`config.mk`:
```
export PLATFORM = sky130hd
export DESIGN_NAME = polj_small_exe3_ctrl
export DESIGN_NICKNAME = d
export VERILOG_FILES = /design/src/rtl/polj_small_exe3_ctrl.sv
export SDC_FILE = /design/constraint.sdc
export NUM_CORES = 1
export LEC_CHECK = 0
export CAP_MARGIN = 20
export CORE_UTILIZATION = 40
export DETAILED_ROUTE_END_ITERATION = 8
export GPL_ROUTABILITY_DRIVEN = 0
export PLACE_DENSITY_LB_ADDON = 0.1
export SLEW_MARGIN = 20
export SYNTH_ARGS = -nofsm -noshare
export SYNTH_HDL_FRONTEND = slang
export SYNTH_SLANG_ARGS = --single-unit
```
`constraint.sdc`:
```
create_clock -name clk -period 2.64 [get_ports clk]
set_input_delay 0.528 -clock clk [delete_from_list [all_inputs] [get_ports clk]]
set_output_delay 0.528 -clock clk [all_outputs]
set_load 0.05 [all_outputs]
```
`src/rtl/polj_small_exe3_ctrl.sv`:
```
// rtl/polj_small_exe3_ctrl.sv - mode-3 small-poly sequencer: ram1 beat reads, delayed ram2 writes, f_ctr select
module polj_small_exe3_ctrl #(
    parameter int NTRU_N = 509,
    parameter int CPW    = 4,
    parameter int AW     = 8,
    parameter int RD_LAT = 1
) (
    input  logic          clk,
    input  logic          rst_n,
    input  logic          start,
    input  logic [AW-1:0] src_base,
    input  logic [AW-1:0] dst_base,
    output logic          ram1_ena,
    output logic          ram1_enb,
    output logic [AW-1:0] ram1_addra,
    output logic [AW-1:0] ram1_addrb,
    output logic          ram2_wea,
    output logic          ram2_web,
    output logic [AW-1:0] ram2_addra,
    output logic [AW-1:0] ram2_addrb,
    output logic          f_ctr,
    output logic          busy,
    output logic          done
);

    localparam int BEATS = (NTRU_N + 2*CPW - 1) / (2*CPW);
    localparam int CW    = (BEATS > 1) ? $clog2(BEATS) : 1;

    typedef enum logic [1:0] {S_IDLE, S_RUN, S_DRAIN, S_DONE} state_t;

    state_t          state;
    state_t          state_nxt;
    logic [CW-1:0]   rd_cnt;
    logic [CW-1:0]   wr_cnt;
    logic [AW-1:0]   src_q;
    logic [AW-1:0]   dst_q;
    logic [RD_LAT-1:0] pipe_v;
    logic [CW-1:0]   pipe_k [RD_LAT];

    logic            rd_en;
    logic            wr_en;
    logic [CW-1:0]   wr_k;
    logic            start_acc;
    logic [AW-1:0]   rd_addr;
    logic [AW-1:0]   wr_addr;

    assign rd_en     = (state == S_RUN);
    assign wr_en     = pipe_v[RD_LAT-1];
    assign wr_k      = pipe_k[RD_LAT-1];
    assign start_acc = start && (state == S_IDLE);
    assign rd_addr   = src_q + AW'({rd_cnt, 1'b0});
    assign wr_addr   = dst_q + AW'({wr_k, 1'b0});

    always_ff @(posedge clk or negedge rst_n) begin
        if (!rst_n) begin
            state <= S_IDLE;
        end else begin
            state <= state_nxt;
        end
    end

    always_comb begin
        state_nxt = state;
        case (state)
            S_IDLE:  if (start) state_nxt = S_RUN;
            S_RUN:   if (rd_cnt == CW'(BEATS-1)) state_nxt = S_DRAIN;
            S_DRAIN: if (wr_en && (wr_cnt == CW'(BEATS-1))) state_nxt = S_DONE;
            S_DONE:  state_nxt = S_IDLE;
            default: state_nxt = S_IDLE;
        endcase
    end

    // Beat counters and the {valid, beat} shift that mirrors ram1 read latency
    always_ff @(posedge clk or negedge rst_n) begin
        if (!rst_n) begin
            rd_cnt <= '0;
            wr_cnt <= '0;
            src_q  <= '0;
            dst_q  <= '0;
            pipe_v <= '0;
            for (int i = 0; i < RD_LAT; i++) begin
                pipe_k[i] <= '0;
            end
        end else begin
            if (start_acc) begin
                src_q  <= src_base;
                dst_q  <= dst_base;
                rd_cnt <= '0;
                wr_cnt <= '0;
            end else begin
                if (rd_en) rd_cnt <= rd_cnt + CW'(1);
                if (wr_en) wr_cnt <= wr_cnt + CW'(1);
            end
            pipe_v[0] <= rd_en;
            pipe_k[0] <= rd_cnt;
            for (int i = 1; i < RD_LAT; i++) begin
                pipe_v[i] <= pipe_v[i-1];
                pipe_k[i] <= pipe_k[i-1];
            end
        end
    end

    always_comb begin
        ram1_ena   = 1'b0;
        ram1_enb   = 1'b0;
        ram1_addra = '0;
        ram1_addrb = '0;
        ram2_wea   = 1'b0;
        ram2_web   = 1'b0;
        ram2_addra = '0;
        ram2_addrb = '0;
        f_ctr      = 1'b1;
        busy       = (state != S_IDLE);
        done       = (state == S_DONE);
        if (rd_en) begin
            ram1_ena   = 1'b1;
            ram1_enb   = 1'b1;
            ram1_addra = rd_addr;
            ram1_addrb = rd_addr + AW'(1);
        end
        // Only the write of beat 0 takes the -3*g0 path; every other cycle keeps carry mode
        if (wr_en) begin
            ram2_wea   = 1'b1;
            ram2_web   = 1'b1;
            ram2_addra = wr_addr;
            ram2_addrb = wr_addr + AW'(1);
            f_ctr      = (wr_k != '0);
        end
    end

endmodule

```
# Word level (Yosys, flattened, before mapping)
# Cells that the tools add are included.
[totals] reg_bits=37 wordCells=44
[classes] n_addsub=6 n_eq_ne=8 n_mux=15 n_reduce_logical=8
[ops] cell="$mux 8" count=4
[ops] cell="$mux 6" count=4
[ops] cell="$add 8x1->8 const B" count=2
[ops] cell="$add 8x7->8" count=2
[ops] cell="$add 6x1->6 const B" count=2
[ops] cell="$eq 6x6->1 const B" count=2
[ops] cell="$pmux 2 s4" count=1
[ops] cell="$mux 2" count=3
[ops] cell="$reduce_bool 2->1" count=3
[ops] cell="$reduce_bool 6->1" count=1
[ops] cell="$eq 2x2->1 const B" count=2
[ops] cell="$ne 2x2->1 const B" count=2
[ops] cell="$mux 1" count=3
[ops] cell="$reduce_and 3->1" count=1
[ops] cell="$eq 2x1->1 const B" count=1
[ops] cell="$logic_and 1x1->1" count=2
[ops] cell="$logic_not 2->1" count=1
[ops] cell="$ne 2x1->1 const B" count=1

# Depth between registers and ports, before layout
# Gate-level depths: netlist of the first run.
[depth] ltp_word=4 ltp_mapped=8

# Least setup slack after synthesis of the first run
# OpenSTA, ideal clock, no wires.
[synth_path] path_kind="flip-flop to output port" from="reg rd_cnt[0]" to="out ram1_addrb[6]" arrival_time_ns=2.738 required_ns=2.112 path_slack_ns=-0.626 stages_incl_launch_ff=8 path_cell_list="dfrtp_1 -> ha_1 -> inv_1 -> fa_1 -> xnor2_1 -> nand3b_1 -> or4_1 -> a21oi_1"
[synth_via] elab_chain_cells=3
[synth_rtl] item="start, declared" line_no="33" rtl="logic [CW-1:0] rd_cnt;"
[synth_rtl] item="start signal, assigned" line_no="91" rtl="if (rd_en) rd_cnt <= rd_cnt + CW'(1);"
[synth_rtl] item="$add 8x7->8" line_no="51" rtl="assign rd_addr = src_q + AW'({rd_cnt, 1'b0});"
[synth_rtl] item="$add 8x1->8" line_no="119" rtl="ram1_addrb = rd_addr + AW'(1);"
[synth_rtl] item="$mux 8" line_no="115" rtl="if (rd_en) begin"
[synth_rtl] item="end, declared" line_no="16" rtl="output logic [AW-1:0] ram1_addrb,"
# Every way passes these cells.

# Worst setup path after layout of the first run
[layout_path] from="reg dst_q[1]" to="out ram2_addrb[6]"
[layout_via] elab_chain_cells=3
[layout_rtl] item="start, declared" line_no="36" rtl="logic [AW-1:0] dst_q;"
[layout_rtl] item="start signal, assigned" line_no="87" rtl="dst_q <= dst_base;"
[layout_rtl] item="$add 8x7->8" line_no="52" rtl="assign wr_addr = dst_q + AW'({wr_k, 1'b0});"
[layout_rtl] item="$add 8x1->8" line_no="126" rtl="ram2_addrb = wr_addr + AW'(1);"
[layout_rtl] item="$mux 8" line_no="122" rtl="if (wr_en) begin"
[layout_rtl] item="end, declared" line_no="20" rtl="output logic [AW-1:0] ram2_addrb,"
# Every way passes these cells.

==> impl_metrics.tcl, run 1 <==
set metrics [dict create \
    outcome "finished, violations left" \
    violations "setup timing" \
    ioPinCount 58 \
    synth_ff_type "dfrtp_1" \
    antenna_left 0 \
    use_met3 0.03708 \
    vias_per_cell 5.163 \
    setup_viol 12 \
    cts_made_buffers 5 \
    arrival_ns 2.53 \
    synth_edf_count 0 \
    max_cap_viol_count 0 \
    coreArea_sq_mm 0.005956 \
    crit_required_ns 2.11 \
    drtPass1Iterations 4 \
    die_area_sq_mm 0.006560 \
    grt_pass1_wl_um 10220 \
    drive_above_1_share 0.5079 \
    yosysMostFrequentCell "nor2_1" \
    final_hold_viol_count 0 \
    synth_warnings 0 \
    antenna_found_initial 0 \
    synthCells 259 \
    final_cell_area_sq_mm 0.004526 \
    min_period_over_period 1.157 \
    clock_path_buffers 2 \
    slew-limit-headroom 0.4605 \
    synthArstFlopShare 1.000 \
    pre_cts_ws_ns -0.1907 \
    endpoint_kind "output port" \
    gr-total-overflow 0 \
    grt.busiest_layer "met2" \
    synth_top_area_share 0.3709 \
    reg2reg_depth 6 \
    grt_util_met2 0.3395 \
    grt_pass1_vias 2170 \
    rsz0062_at_grt "true" \
    synth_area_leader_cell "dfrtp_1" \
    dpl.cell_count 433 \
    slew_viol_final 0 \
    die_w_um 81.00 \
    dp_hpwl_um 4723 \
    routed_wl_um 6931 \
    use_met1 0.2755 \
    netlist_top_cells_count "nor2_1 (38), dfrtp_1 (37), ha_1 (21)" \
    gr-usage-all-layers 0.2046 \
    htree_levels 2 \
    skew_ns 0.006621 \
    io_buffers 57 \
    area_growth_pct 81.30 \
    post_dp_cell_area_sq_mm 0.003938 \
    die_h_um 81.00 \
    postSynthAreaPerCell_sq_um 9.638 \
    syn_nets 301 \
    start_util 0.4191 \
    n_fill_cell 388 \
    synth_area_sq_mm 0.002496 \
    r2r_slack_ns 0.91 \
    cts_tree "yes" \
    worst_pin_slew_ns 0.8093 \
    cts_sinks 37 \
    remaining_drc_errors 0 \
    crit_fanout 3 \
    fmax_mhz 327.3 \
    fp-row-count 28 \
    ys_types 46 \
    grt_max_degree 38 \
    first_iter_violations 84 \
    num_antenna_cells 0 \
    clk-insertion-delay-late_ns 0.29 \
    cts.clk_slew.worst_paths_ns 0.07 \
    num_vias 2339 \
    period_needed_ns 3.055 \
    critPathKind "register to output port" \
    final_nets 419 \
    crit_path_start_kind "register" \
    routedWlPerCell_um 15.30 \
    ys_seq_elements 37 \
    clock-root-buffer "clkbuf_8" \
    final_cell_count_no_fill 453 \
    setup_slack_ns -0.4150 \
    seq_area_frac_synth 0.3709 \
    holdWs_ns 0.3298 \
    hold_class "input pin to asynchronous set/reset pin" \
    synth_area_leaders "dfrtp_1 (37%), ha_1 (11%), mux2_2 (7.2%)" \
]
## final timing paths
check                                 startpoint              endpoint
setup / recovery            dst_q[1]$_DFFE_PN0P_         ram2_addrb[6]
hold / removal                             rst_n  dst_q[3]$_DFFE_PN0P_
setup reg to reg            state[1]$_DFFE_PN0P_  state[1]$_DFFE_PN0P_
hold reg to reg            rd_cnt[4]$_DFFE_PN0P_   pipe_k[4]$_DFF_PN0_
max in group asynchronous                  rst_n   pipe_k[0]$_DFF_PN0_
min in group clk           rd_cnt[4]$_DFFE_PN0P_   pipe_k[4]$_DFF_PN0_
## metal layers
layer / vias up / wire length, um
li1: 1138 / -
met1: 1151 / 3096
met2: 39 / 3500
met3: 11 / 243
met4: 0 / 90
met5: - / 0
## sequential cells by signal, summed over array words and instances (netlist names)
| signal | flops |
|---|---|
| dst_q | 8 |
| pipe_k | 6 |
| pipe_v | 1 |
| rd_cnt | 6 |
| src_q | 8 |
| state | 2 |
| wr_cnt | 6 |
## layout by cell type (no fill, tap or decap), types with 3 or more instances in the layout
cell type	n
o211ai_1	3
clkdlybuf4s50_1	25
xnor2_4	3
ha_4	9
and2_1	11
nor2_2	5
xor2_1	7
xnor2_2	4
mux2_2	15
xnor2_1	5
nand4_1	4
dfrtp_1	37
inv_1	11
nor2_1	22
buf_4	62
a21oi_1	3
nand3_1	4
o21ai_0	8
clkbuf_8	5
buf_12	23
nor3b_1	3
nor2_4	11
ha_1	9
buf_6	8
ha_2	3
o21ai_1	3
a21oi_4	3
nand2_1	11
## worst max-delay path, cell delays in order, from the launching register on
cell and delay [ns]:
dfrtp_1 0.36, ha_2 0.20, inv_2 0.04, fa_2 0.36, nand2b_4 0.19, a21oi_4 0.16, xnor2_2 0.08, or4_4 0.53
a21oi_4 0.17, buf_12 0.15
## kinds of logic (layout without fill, tap and decap cells)
family	Yosys count	count (layout)	synth area share
AND/OR/NAND/NOR	95	95	0.1970
AO/OA/AOI/OAI	41	41	0.1158
flip-flops	37	37	0.3709
adder cells (fa/ha/maj)	23	23	0.1213
buffers and inverters	23	142	0.03759
XOR/XNOR	22	22	0.07719
multiplexers	18	18	0.08020
## what timing repair did
item                                    4_1_cts  5_1_grt
setup buffers                                 7        7
hold buffers                                  0        0
resized for setup                            33       34
gates cloned                                  0        0
pin swaps                                    17       11
endpoints found under the setup margin       18       19
## through the flow
| step | utilization | setup TNS (ns) |
|---|---|---|
| global placement | 0.6611 | -0.3615 |
| floorplan | - | -0.8186 |
| detailed placement | 0.6611 | -0.6325 |
| CTS | 0.7214 | -2.560 |
| finish | 0.7599 | -2.915 |
| global route | 0.7599 | -3.956 |
## cell type report
cell class / count / area [sq um] / share of cell area
multi-input cells: 199 / 2034 / 0.4495
inverters: 13 / 48.80 / 0.01078
well taps: 75 / 93.84 / 0.02074
repair buffers: 121 / 1311 / 0.2897
clock inverters: 2 / 38.79 / 0.008571
flip-flops and latches: 37 / 925.9 / 0.2046
clock buffers: 6 / 72.57 / 0.01604
Power of run 1 is not shown: default switching activity piles up to over one toggle a cycle in this logic, so the estimate is an artifact.
==> run 2, diff against run 1 <==
--- a/config.mk
+++ b/config.mk
@@ -7,4 +7,5 @@
 export LEC_CHECK = 0
 export CAP_MARGIN = 20
+export CORE_MARGIN = 8
 export CORE_UTILIZATION = 40
 export DETAILED_ROUTE_END_ITERATION = 8
==> constraint.sdc (replaced) <==
create_clock -name clk -period 2.64 [get_ports clk]
set_input_delay 0.264 -clock clk [delete_from_list [all_inputs] [get_ports clk]]
set_output_delay 0.264 -clock clk [all_outputs]
set_load 0.05 [all_outputs]
==> run 2 against run 1 <==
  * The flow still finishes with violations (setup timing)
  * Count of clock-buffer cells in the layout is 1 lower
  * Die area is 38% higher
  * Clock skew grew 0.00093 ns
  * Register-to-register slack got worse by 0.08 ns
  * Sequential cell count stayed put
  * Routed wire length is 11% lower
  * Worst setup slack better by 0.24 ns
==> impl_metrics.tcl, run 2 (synthesis results as in run 1) <==
set metrics [dict create \
    die_w_um 95.00 \
    hold_class "input pin to asynchronous set/reset pin" \
    first_iter_violations 53 \
    clk-insertion-delay-late_ns 0.29 \
    start_util 0.4167 \
    grt_pass1_vias 2232 \
    slew-limit-headroom 0.4546 \
    fmax_mhz 355.6 \
    final_cell_area_sq_mm 0.003923 \
    remaining_drc_errors 0 \
    io_buffers 57 \
    mostFrequentLayoutCells "buf_4 (43), dfrtp_1 (37), nor2_1 (32), clkdlybuf4s50_1 (30), buf_12 (18)" \
    cts_made_buffers 5 \
    rsz0062_at_grt "true" \
    arrival_ns 2.55 \
    crit_fanout 2 \
    worst_pin_slew_ns 0.8181 \
    area_growth_pct 57.14 \
    clock-root-buffer "clkbuf_8" \
    violations "setup timing" \
    die_area_sq_mm 0.009024 \
    final_nets 390 \
    crit_required_ns 2.38 \
    critPathKind "register to output port" \
    critPathMaxStageDelay_ns 0.54 \
    antenna_left 0 \
    vias_per_cell 5.132 \
    r2r_slack_ns 0.83 \
    cts_sinks 37 \
    path_delay_family "simple AND/OR/NAND/NOR gates" \
    htree_levels 2 \
    min_period_over_period 1.065 \
    cts_tree "yes" \
    endpoint_kind "output port" \
    setup_slack_ns -0.1718 \
    slew_viol_final 0 \
    grt_max_degree 38 \
    cts.clk_slew.worst_paths_ns 0.08 \
    drtPass1Iterations 4 \
    worst-path-buf-inv 3 \
    setup_viol 6 \
    reg2reg_from "state[1]$_DFFE_PN0P_" \
    crit_start "src_q[1]$_DFFE_PN0P_" \
    num_antenna_cells 0 \
    holdWs_ns 0.06179 \
    drive_above_1_share 0.3868 \
    final_common_cell "buf_4" \
    gr-total-overflow 0 \
    antenna_found_initial 0 \
    die_h_um 95.00 \
    max_cap_viol_count 0 \
    ioPinCount 58 \
    dp_hpwl_um 4622 \
    coreArea_sq_mm 0.005991 \
    reg_top3 "dst_q (8), src_q (8)" \
    skew_ns 0.007556 \
    final_hold_viol_count 0 \
    gr-usage-all-layers 0.1424 \
    routedWlPerCell_um 14.61 \
    crit_path_start_kind "register" \
    cp_slowest_cell "or4_4" \
    num_vias 2176 \
    clock_path_buffers 2 \
    routed_wl_um 6196 \
    grt_pass1_wl_um 10430 \
    fp-row-count 28 \
    post_dp_cell_area_sq_mm 0.003477 \
    outcome "finished, violations left" \
    worstPathCellList "ha_2 > inv_2 > fa_2 > buf_4 > nand3b_1 > or4_4 > a21oi_4 > buf_12" \
    period_needed_ns 2.812 \
]
run 2: cell count changes in the layout (fill, tap and decap cells not counted), moves of 5 or more:
| cell | delta |
|---|---|
| clkdlybuf4s50_1 | +5 |
| nor2_1 | +10 |
| buf_4 | -19 |
| xnor2_1 | +5 |
| buf_12 | -5 |
| buf_6 | -8 |
| nor2_4 | -9 |
| ha_4 | -6 |
| ha_1 | +7 |
run 2: final cells by class:
class	count	area, sq um
Fill cell	498	2068
Sequential cell	37	925.9
Inverter	13	48.80
Tap cell	75	93.84
Clock inverter	3	21.27
Timing Repair Buffer	92	988.4
Clock buffer	5	68.82
Multi-Input combinational cell	199	1775
run 2: worst paths after layout:
path	cells after the start	end
worst min register to register	1	pipe_k[3]$_DFF_PN0_
max in group asynchronous	1	rd_cnt[4]$_DFFE_PN0P_
worst max register to register	6	state[1]$_DFFE_PN0P_
worst max-delay path	8	ram1_addrb[6]
min in group clk	1	pipe_k[3]$_DFF_PN0_
worst min-delay path	1	wr_cnt[0]$_DFFE_PN0P_
run 2: through the flow:
stage / util / instances / worst slack, ns / TNS [ns]
after floorplan: - / 259 / -0.1166 / -0.1166
after global placement: 0.5804 / 404 / 0.02000 / 0
after detailed placement: 0.5804 / 404 / -0.02762 / -0.02762
after CTS: 0.6314 / 418 / -0.1522 / -0.4761
after global routing: 0.6548 / 424 / -0.2652 / -1.314
final: 0.6548 / 424 / -0.1718 / -0.6120
run 2: timing repair:
action,in CTS,in global routing
hold buffers,0,0
endpoints found under the setup margin,8,9
gates cloned,0,0
setup buffers,6,6
pin swaps,9,13
gates resized for setup,33,21
run 2: worst reg2reg max path, cell delays in order, from the launching register on:
cell,delay [ns]
dfrtp_1,0.42
inv_1,0.11
ha_1,0.26
buf_4,0.23
o21ai_0,0.13
o211ai_1,0.18
mux2_2,0.37
run 2: routing by layer:
metal  global-route usage  part of all wire  up-vias
met2               0.2451              0.51       31
met5                    0                 0        -
met4              0.03121            0.0082        0
met1               0.1734              0.45     1064
li1                     -                 -     1075
met3              0.03810             0.033        6
Power of run 2 is left out for the same reason.
==> run 3, diff against run 2 <==
CAP_MARGIN = 10   (was 20)
==> results of run 3 <==
The final DEF is identical to that of run 2; final timing and power are the same.
Power of run 3 is left out for the same reason.
==> variant, RTL diff (config.mk and constraints of run 3) <==
The 4 states of `state_t` get a one-hot encoding in 4 bits.
--- a/src/rtl/polj_small_exe3_ctrl.sv
+++ b/src/rtl/polj_small_exe3_ctrl.sv
@@ -27,5 +27,5 @@
     localparam int CW    = (BEATS > 1) ? $clog2(BEATS) : 1;
 
-    typedef enum logic [1:0] {S_IDLE, S_RUN, S_DRAIN, S_DONE} state_t;
+    typedef enum logic [3:0] {S_IDLE = 4'b0001, S_RUN = 4'b0010, S_DRAIN = 4'b0100, S_DONE = 4'b1000} state_t;
 
     state_t          state;
Behaviour: no difference found for any inputs over 10 cycles, from zero or initial values and one cycle with rst_n low; not proved beyond that.
==> variant against run 3 <==
Cell count is 1.2% higher. Sequential cell count grew 2. Via count decreased by 0.60%. First-iteration DRC count is 13% higher. Area after synthesis increased by 4.6%. The run still ends with negative setup slack left. Utilization shrank 4.4 points. Final area decreased by 1.1%. Register-to-register slack worse by 240 ps. Synthesized cell count up 5.0%. Routed wire length is 0.69% higher. Setup slack better by 8.1 ps.
==> variant: results (changes against run 3) <==
yosys:
  ys_warn_count: 0  # unchanged
  ys_top_cells_by_area: "dfrtp_1, ha_1, nor2_1, mux2_2, xnor2_1"  # was dfrtp_1, ha_1, mux2_2, nor2_1, xnor2_1
  synth_commonest_cells: "nor2_1, dfrtp_1, nand2_1"  # was nor2_1, dfrtp_1, ha_1
  synth_cell_types: 58  # was 46
  syn-num-nets: 309  # was 301
  synth_seq_area_share_pct: 37.4  # was 37.1%
place:
  pre_cts_slack_ps: 30.8  # was -27.6 ps
  placed_area_um2: 3490  # was 3480 um2
  post-dp-hpwl_mm: 4.57  # was 4.62 mm
critical_path:
  r2r-end: "dst_q[7]"  # was state[1]
  crit_fanout: 3  # was 2
  rr_worst_depth: 5  # was 6
  arrival_ps: 2540  # was 2550 ps
  r2r-start: "state[0]"  # was state[1]
  r2r_slack_ps: 590  # was 830 ps
sta:
  worst_slack_ps: -164  # was -172 ps
  hold_ws_ps: 82.0  # was 61.8 ps
  worst_slew_margin_rel_pct: 42.4  # was 45.5%
  finClkSkew_ps: 8.02  # was 7.56 ps
  fin_tns_setup_ps: -337  # was -612 ps
  setup_viol: 3  # was 6
detailed_routing:
  drtIter0Drc: 60  # was 53
  route.vias.total: 2163  # was 2176
  routed_wl_mm: 6.24  # was 6.20 mm
  drtPass1Iterations: 4  # unchanged
global_routing:
  grt_pass1_wl_mm: 10.7  # was 10.4 mm
  grt_pass1_vias: 2307  # was 2232
  grt_max_degree: 40  # was 38
  grtUsageTotal_pct: 13.2  # was 14.2%
final_layout:
  nNetsFinal: 388  # was 390
  layout-drive-gt1-share_pct: 35.5  # was 38.7%
pwr:
  p_seq_uw: 949
  ir_drop_v: 0.000744
outcome:
  status: "complete, but fails checks"  # unchanged
  failed_checks: "negative setup slack"  # unchanged
clocking:
  cts_resized: 21  # was 33
## variant: worst max-delay path: cells and delay by family (launching register included)
kind / cells / cell delay, ps
compound gates: 2 / 360
xor+xnor: 1 / 100
fa+ha+maj: 2 / 540
buf+inv: 2 / 190
flops: 1 / 360
simple gates: 2 / 700
## variant: worst max path at each step
stage | to | cells past startpoint | from
global route | ram2_addrb[6] | 9 | pipe_k[0]
finish | ram2_addrb[6] | 9 | pipe_k[0]
CTS | ram2_addrb[6] | 9 | pipe_k[0]
detailed placement | ram2_addrb[6] | 9 | pipe_k[0]
global placement | ram2_addrb[6] | 9 | dst_q[1]
floorplan | ram2_addrb[7] | 8 | dst_q[1]
## variant: layer usage
| metal | up-vias | track usage (%) | routed length [um] |
|---|---|---|---|
| met3 | 7 | 3.77 | 328 |
| met2 | 54 | 21.3 | 2930 |
| met1 | 1002 | 16.3 | 2890 |
| met4 | 0 | 4.97 | 99 |
| met5 | - | 0 | 0 |
| li1 | 1100 | - | - |
## variant: final cells by class
class	instances	area [um2]
sequential	39	977
timing repair buffer	83	907
tap	77	96.3
fill	538	2470
multi-input combinational	213	1750
clock buffer	5	68.8
clock inverter	3	43.8
inverter	9	33.8
## variant: through the flow
stage,utilization (%),cells,total power [mW]
floorplan,-,272,2.77
global placement,54.9,409,3.60
global route,61.1,429,4.80
finish,61.1,429,4.49
CTS,59.1,423,4.35
detailed placement,54.9,409,3.63
## variant: logic make-up after synthesis
| kind of cell | count (synthesis) | synth area share, % |
|---|---|---|
| and+or+nand+nor | 114 | 23.1 |
| xor gates and xnor gates | 26 | 8.72 |
| muxes | 16 | 6.85 |
| DFF | 39 | 37.4 |
| buffers and inverters | 20 | 3.59 |
| adders and majority gates | 18 | 9.20 |
| AOI/OAI and AO/OA | 39 | 11.1 |
